## src/rtl/usb3_slfifo_wr.sv

```systemverilog
// usb3_slfifo_wr
// FPGA->host write path for the FX3 GPIF-II slave-FIFO link.
// Words are taken from a source FIFO over valid/ready and written to the FX3
// in fixed bursts of BURST_LEN words. A burst starts only once FLAGB shows
// that the FX3 has room for a whole burst.
//
// Handshake: a word moves when src_valid && src_ready are both high at a
// rising clk edge. src_ready depends only on state and the burst counter,
// never on src_valid. Each accepted word gives exactly one SLWR_N low cycle,
// with that word on DQ, in the cycle after the transfer.
//
// Ports
//   clk, rst        FX3 PCLK domain clock; synchronous active-high reset
//   src_data/valid  word and valid flag from the source FIFO
//   src_ready       block accepts src_data this cycle
//   USB3_FLAGB      1 = FX3 has room for a full burst
//   USB3_SLWR_N     registered write strobe, active low
//   USB3_PKTEND_N   registered packet-end strobe, active low
//   USB3_DQ_OUT     registered data to the DQ pads
//   USB3_DQ_OE      1 = FPGA drives DQ (every state except IDLE)
//   usb_wr_state    current state code, for debug
//   words_sent      running count of words written, wraps at 2^32
//
// Build option: define USB3_WR_PKTEND_EN to commit a short packet (PKTEND)
// after PKT_TIMEOUT idle cycles in a partly filled burst. Without it,
// PKTEND_N stays high and only full bursts are sent.
module usb3_slfifo_wr #(
   parameter int DATA_WIDTH  = 32,
   parameter int BURST_LEN   = 256,
   parameter int FLAG_DELAY  = 3,
   parameter int PKT_TIMEOUT = 64
) (
   input  logic                  clk,
   input  logic                  rst,
   input  logic [DATA_WIDTH-1:0] src_data,
   input  logic                  src_valid,
   output logic                  src_ready,
   input  logic                  USB3_FLAGB,
   output logic                  USB3_SLWR_N,
   output logic                  USB3_PKTEND_N,
   output logic [DATA_WIDTH-1:0] USB3_DQ_OUT,
   output logic                  USB3_DQ_OE,
   output logic [3:0]            usb_wr_state,
   output logic [31:0]           words_sent
);

   localparam int CW = $clog2(BURST_LEN) + 1;
   localparam int GW = $clog2(FLAG_DELAY + 1);
   localparam logic [CW-1:0] BURST_MAX  = CW'(BURST_LEN);
   localparam logic [CW-1:0] BURST_LAST = CW'(BURST_LEN - 1);
   localparam logic [GW-1:0] GUARD_LAST = GW'(FLAG_DELAY - 1);

   if (BURST_LEN < 2) begin : g_bad_burst_len
      $error("usb3_slfifo_wr: BURST_LEN must be at least 2");
   end
   if (FLAG_DELAY < 1) begin : g_bad_flag_delay
      $error("usb3_slfifo_wr: FLAG_DELAY must be at least 1");
   end
   if (PKT_TIMEOUT < 1) begin : g_bad_pkt_timeout
      $error("usb3_slfifo_wr: PKT_TIMEOUT must be at least 1");
   end

   typedef enum logic [3:0] {
      ST_IDLE      = 4'd0,
      ST_WAIT_FLAG = 4'd1,
      ST_WR_BURST  = 4'd2,
      ST_GUARD     = 4'd3,
      ST_PKTEND    = 4'd4
   } state_t;

   state_t        state;
   state_t        state_next;
   logic [CW-1:0] burst_cnt;
   logic [GW-1:0] guard_cnt;
   logic          xfer;
   logic          timeout_hit;

   assign src_ready    = (state == ST_WR_BURST) && (burst_cnt < BURST_MAX);
   assign xfer         = src_valid && src_ready;
   assign USB3_DQ_OE   = (state != ST_IDLE);
   assign usb_wr_state = state;

`ifdef USB3_WR_PKTEND_EN
   localparam int IW = $clog2(PKT_TIMEOUT + 1);
   localparam logic [IW-1:0] IDLE_LAST = IW'(PKT_TIMEOUT - 1);

   logic [IW-1:0] idle_cnt;
   logic          pktend_n;

   // An empty burst (counter 0) never times out, so no zero-length packet.
   assign timeout_hit = (state == ST_WR_BURST) && !xfer &&
                        (burst_cnt != '0) && (idle_cnt == IDLE_LAST);

   always_ff @(posedge clk) begin
      if (rst) begin
         idle_cnt <= '0;
         pktend_n <= 1'b1;
      end else begin
         // Registered from next state so the strobe lines up with PKTEND.
         pktend_n <= (state_next != ST_PKTEND);
         if ((state != ST_WR_BURST) || xfer || (burst_cnt == '0))
            idle_cnt <= '0;
         else
            idle_cnt <= idle_cnt + 1'b1;
      end
   end

   assign USB3_PKTEND_N = pktend_n;
`else
   assign timeout_hit   = 1'b0;
   assign USB3_PKTEND_N = 1'b1;
`endif

   always_comb begin
      state_next = state;
      case (state)
         ST_IDLE:      if (src_valid)  state_next = ST_WAIT_FLAG;
         ST_WAIT_FLAG: if (USB3_FLAGB) state_next = ST_WR_BURST;
         ST_WR_BURST: begin
            if (xfer && (burst_cnt == BURST_LAST))
               state_next = ST_GUARD;
            else if (timeout_hit)
               state_next = ST_PKTEND;
         end
         // FLAGB is stale for FLAG_DELAY cycles after the last strobe.
         ST_GUARD:     if (guard_cnt == GUARD_LAST) state_next = ST_IDLE;
         ST_PKTEND:    state_next = ST_GUARD;
         default:      state_next = ST_IDLE;
      endcase
   end

   always_ff @(posedge clk) begin
      if (rst) begin
         state       <= ST_IDLE;
         burst_cnt   <= '0;
         guard_cnt   <= '0;
         USB3_SLWR_N <= 1'b1;
         USB3_DQ_OUT <= '0;
         words_sent  <= '0;
      end else begin
         state       <= state_next;
         USB3_SLWR_N <= !xfer;
         if (xfer) begin
            USB3_DQ_OUT <= src_data;
            words_sent  <= words_sent + 32'd1;
         end
         // Cleared while waiting, so every burst starts from zero.
         if (state == ST_WAIT_FLAG)
            burst_cnt <= '0;
         else if (xfer)
            burst_cnt <= burst_cnt + 1'b1;
         if (state == ST_GUARD)
            guard_cnt <= guard_cnt + 1'b1;
         else
            guard_cnt <= '0;
      end
   end

endmodule

```

## config.mk

```make
export PLATFORM = sky130hd
export DESIGN_NAME = usb3_slfifo_wr
export DESIGN_NICKNAME = d
export VERILOG_FILES = /design/src/rtl/usb3_slfifo_wr.sv
export SDC_FILE = /design/constraint.sdc
export NUM_CORES = 1
export LEC_CHECK = 0
export CAP_MARGIN = 20
export CORE_MARGIN = 2
export CORE_UTILIZATION = 50
export DETAILED_ROUTE_END_ITERATION = 7
export PLACE_DENSITY = 0.86
export SYNTH_ARGS = -nofsm -noshare
export SYNTH_HDL_FRONTEND = slang
export SYNTH_SLANG_ARGS = --single-unit
```

## constraint.sdc

```tcl
create_clock -name clk -period 6.75 [get_ports clk]
set_input_delay 1.35 -clock clk [delete_from_list [all_inputs] [get_ports clk]]
set_output_delay 1.35 -clock clk [all_outputs]
set_load 0.02 [all_outputs]
```

# Word-level counts from Yosys, hierarchy flattened
# Cells that the tools add are included.
[classes]
n_addsub = 3
n_mul = 0
div = 0
order_cmp = 1
eq_ne = 10
shift = 0
muxes = 5
n_bitwise = 1
n_reduce_logical = 9
[op_table]
columns = ["op", "count"]
rows = [
  ["adder 32 x 1 -> 32 bit, second input constant", 1],
  ["case mux 4 bit (5 select lines)", 1],
  ["2-to-1 mux 4 bit", 4],
  ["adder 9 x 1 -> 9 bit, second input constant", 1],
  ["equality test 9 x 8 -> 1 bit, second input constant", 1],
  ["less-than comparator 9 bit, second input constant", 1],
  ["equality test 4 x 2 -> 1 bit, second input constant", 2],
  ["!= test 2 bit, second input constant", 3],
  ["equality test 4 x 1 -> 1 bit, second input constant", 1],
  ["equality test 4 x 3 -> 1 bit, second input constant", 1],
  ["zero test 4 bit", 1],
  ["AND reduction 4 bit", 1],
  ["nonzero test 4 bit", 1],
  ["OR reduction 2 bit", 2],
  ["logical AND 1 bit", 3],
  ["adder 2 x 1 -> 2 bit, second input constant", 1],
  ["equality test 2 bit, second input constant", 1],
  ["!= test 2 x 1 -> 1 bit, second input constant", 1],
  ["zero test 1 bit", 1],
  ["NOT 1 bit", 1],
]
[totals]
reg_bits = 80
latchBits = 0
mem_bits_rw = 0
mem_bits_ro = 0
inputBits = 36
output_inout_bits = 72
word_cells = 35
n_memories = 0

# Logic depth before layout (Yosys ltp)
[logic_depth]
word_depth = 6
mapped_depth = 8
mapped_depth_nobuf = 8

# Worst setup path before layout
# Ideal clock, no wire load.
[synth_path]
path_kind = "input to register"
start = "input port src_valid"
end = "register words_sent[19]"
setup_time_ps = 70
t_arrival_ps = 2729
t_required_ps = 6680
path_slack_ps = 3951
path_stages = 5
n_path_buf = 1
cell_sequence = "nand4b_4 -> or4_1 -> buf_2 -> or4_1 -> a21oi_1"
[synth_between]
elab_chain_cells = 1
[synth_rtl]
columns = ["element", "line_no", "text"]
rows = [
  ["start, declared", "36", "input logic src_valid,"],
  ["logical AND 1 bit", "79", "assign xfer = src_valid && src_ready;"],
  ["end signal, assigned", "145", "words_sent <= words_sent + 32'd1;"],
  ["end, declared", "44", "output logic [31:0] words_sent"],
]
# No other way between the ends.
# A chain may end at the register's enable or synchronous reset.

# Worst setup path after layout
[layout_path]
start = "register state[0] (netlist: usb_wr_state[0])"
end = "output port src_ready"
[layout_between]
elab_chain_cells = 2
[layout_rtl]
columns = ["element", "line_no", "text"]
rows = [
  ["start, declared", "71", "state_t state;"],
  ["start signal, assigned", "141", "state <= state_next;"],
  ["equality test 4 x 2 -> 1 bit", "78", "assign src_ready = (state == ST_WR_BURST) && (burst_cnt < BURST_MAX);"],
  ["logical AND 1 bit", "78", ""],
  ["end, declared", "37", "output logic src_ready,"],
]
# No other way between the ends.

==> impl_metrics.tcl <==
set metrics [dict create \
    cellLeakagePower_nw 1.58 \
    drt_iter0_drc 194 \
    fillers 484 \
    area_growth_pct 37.8 \
    pwr-share-seq_pct 44.5 \
    final_util_pct 72.2 \
    synthArstFlopShare_pct 0 \
    clockRootBuffer "clkbuf_8" \
    io_buffers 104 \
    insertion_delay_ps 340 \
    cts_made_buffers 9 \
    gp_congestion 0.838 \
    route.detailed.drc 0 \
    synth_seq_cells 78 \
    drt.antenna.violating_nets 0 \
    status "finished clean" \
    die-height_um 86.0 \
    path_class "register to output pin" \
    cts_resized 0 \
    ir_drop_mv 0.171 \
    power_mw 1.14 \
    wl_met3_um 558 \
    synth_compound_area_share_pct 11.4 \
    wl_per_cell_um 14.1 \
    clock_tree.buffer_depth 2 \
    holdPathStages 1 \
    worstPathArrival_ps 1940 \
    required_ps 5400 \
    p_per_area_mw_per_mm2 247 \
    route.met2.wl_um 4040 \
    combPwrFrac_pct 22.5 \
    hold_start "guard_cnt[0]" \
    syn_area_sq_mm 0.00336 \
    cpMaxStageDelayCell "clkdlybuf4s50_1" \
    ys_warn_count 0 \
    synthAdderAreaFrac_pct 2.98 \
    cp_max_fo 8 \
    finalSetupViolCount 0 \
    synth_xor_area_share_pct 3.65 \
    cts_setup_buffers 0 \
    nets 547 \
    synth_top_family_by_area "simple AND/OR/NAND/NOR gates" \
    synth.avg_cell_area_sq_um 8.24 \
    die_w_um 86.0 \
    yosys.cell_types.count 36 \
    min_to "guard_cnt[0]" \
    setup-tns-final_ps 0 \
    antenna_found_initial 0 \
    vias_per_cell 5.53 \
    ys_seq_area_share_pct 46.4 \
    core_sq_mm 0.00642 \
    power_frac_clock_pct 33.0 \
    maxSlewViolCount 0 \
    p_switching_mw 0.322 \
    first_pass_iters 4 \
    rows 29 \
    r2r_slack_ps 4380 \
    ff2ff_path_depth 6 \
    met1Wirelength_um 3500 \
    cap_violations 0 \
    hold_viol_final 0 \
    vias 3237 \
    synthCells 408 \
    synthSimpleGateAreaFrac_pct 29.2 \
    end_kind "output pin" \
    clkSlewWorstSetupHoldPaths_ps 70 \
    cts.sinks 78 \
    clock.fmax_mhz 304 \
    slowest_delay_ps 620 \
    highest_layer "met4" \
    cts_tree "yes" \
    dp_hpwl_um 5690 \
    holdBufCountCts 0 \
    worstHoldPathType "register to register" \
    worst_slew_pin_slew_ps 757 \
    rr_startpoint "usb_wr_state[0]" \
    rsz0062_at_grt "false" \
    maxSlewHeadroom_pct 48.2 \
    fin_crit_ps 3290 \
    grt_max_degree 76 \
    p_sw_share_pct 28.2 \
    initial_utilization_pct 52.4 \
    synth_edf_count 0 \
    ctsHtreeMaxLevel 3 \
    grt_usage_pct 23.5 \
    r2r-end "words_sent[23]" \
    grt_first_pass_wirelength_um 14200 \
    crit_chain "inv_1 > ha_1 > nor2b_1 > clkdlybuf4s50_1" \
    power.internal_mw 0.821 \
    grt_pass1_vias 3129 \
    die_area_sq_mm 0.00740 \
    fin_worst_skew_ps 8.38 \
    period_share_pct 48.7 \
    startpoint_type "register" \
    synth_ff_type "dfxtp_1" \
    gr-total-overflow 0 \
    io_pins 108 \
    drive_above_1_share_pct 5.31 \
    synthMuxAreaShare_pct 2.31 \
    drt-total-wl_um 8260 \
    diodes 0 \
]
## routing by layer
metal,vias up,GRT usage (%)
li1,1593,-
met1,1516,29.7
met2,111,38.1
met3,17,5.39
met4,0,10.8
met5,-,0
## metrics by stage
step | hold slack, ps | setup WS (ps) | cells | instance area, sq um
after floorplan | 392 | 3950 | 409 | 3370
after global placement | 398 | 3260 | 569 | 4420
after detailed placement | 411 | 3190 | 569 | 4420
after CTS | 432 | 3440 | 585 | 4630
after global routing | 446 | 3380 | 585 | 4630
final | 425 | 3460 | 585 | 4630
## worst max path at each step
stage,from,to,slack [ps]
detailed placement,src_valid,words_sent[23],3190
global placement,src_valid,words_sent[23],3260
floorplan,src_valid,words_sent[19],3950
global route,usb_wr_state[0],src_ready,3380
CTS,usb_wr_state[0],src_ready,3440
finish,usb_wr_state[0],src_ready,3460
## placed cells by master, fill, tap and decap left out, drive strengths merged, types with 10 or more instances in the layout
cell	n
a21oi	52
clkdlybuf4s50	103
or4	13
dfxtp	78
o31ai	10
nand4	13
nor2b	10
nand2	87
clkbuf	12
nor2	28
## cells in the mapped netlist, types with 10 or more instances
library cell	number	area, sq um
clkbuf_1	18	67.6
or4_1	12	90.1
nand4_1	13	81.3
nand2_1	87	327
o31ai_1	10	75.1
dfxtp_1	78	1560
nor2b_1	10	62.6
a21oi_1	52	260
nor2_1	28	105
## flip-flops by register name, summed over array words and instances (netlist names)
| register | count |
|---|---|
| USB3_DQ_OUT | 32 |
| USB3_SLWR_N | 1 |
| burst_cnt | 9 |
| guard_cnt | 2 |
| usb_wr_state | 2 |
| words_sent | 32 |
## power groups by stage
| stage | Sequential [mW] | Combinational [mW] | Clock, mW |
|---|---|---|---|
| floorplan | 0.549 | 0.115 | 0 |
| global placement | 0.517 | 0.253 | 0 |
| detailed placement | 0.519 | 0.257 | 0 |
| CTS | 0.509 | 0.260 | 0.385 |
| global route | 0.513 | 0.280 | 0.406 |
| finish | 0.509 | 0.257 | 0.377 |
## cell type report
type                            count  area, sq um  area share, %
Tap cell                           77         96.3           2.08
Multi-Input combinational cell    300         1680           36.2
Sequential cell                    78         1560           33.7
Clock buffer                       12          145           3.13
Timing Repair Buffer              107         1060           22.8
Inverter                            7         26.3          0.567
Clock inverter                      4         70.1           1.51
## critical path, delay by kind of cell, from the launching register on
kind	cells	cell delay [ps]
adders and majority gates	1	310
DFF	1	360
and+or+nand+nor	1	210
buffers and inverters	2	710
## cell families after synthesis
logic type               count (synthesis)
AND/OR/NAND/NOR                        197
flip-flops                              78
AO/OA/AOI/OAI                           71
buffers and inverters                   31
XOR/XNOR                                14
adder cells (fa/ha/maj)                  8
multiplexers                             7
other                                    2
Power figures use the tool's default switching activity.
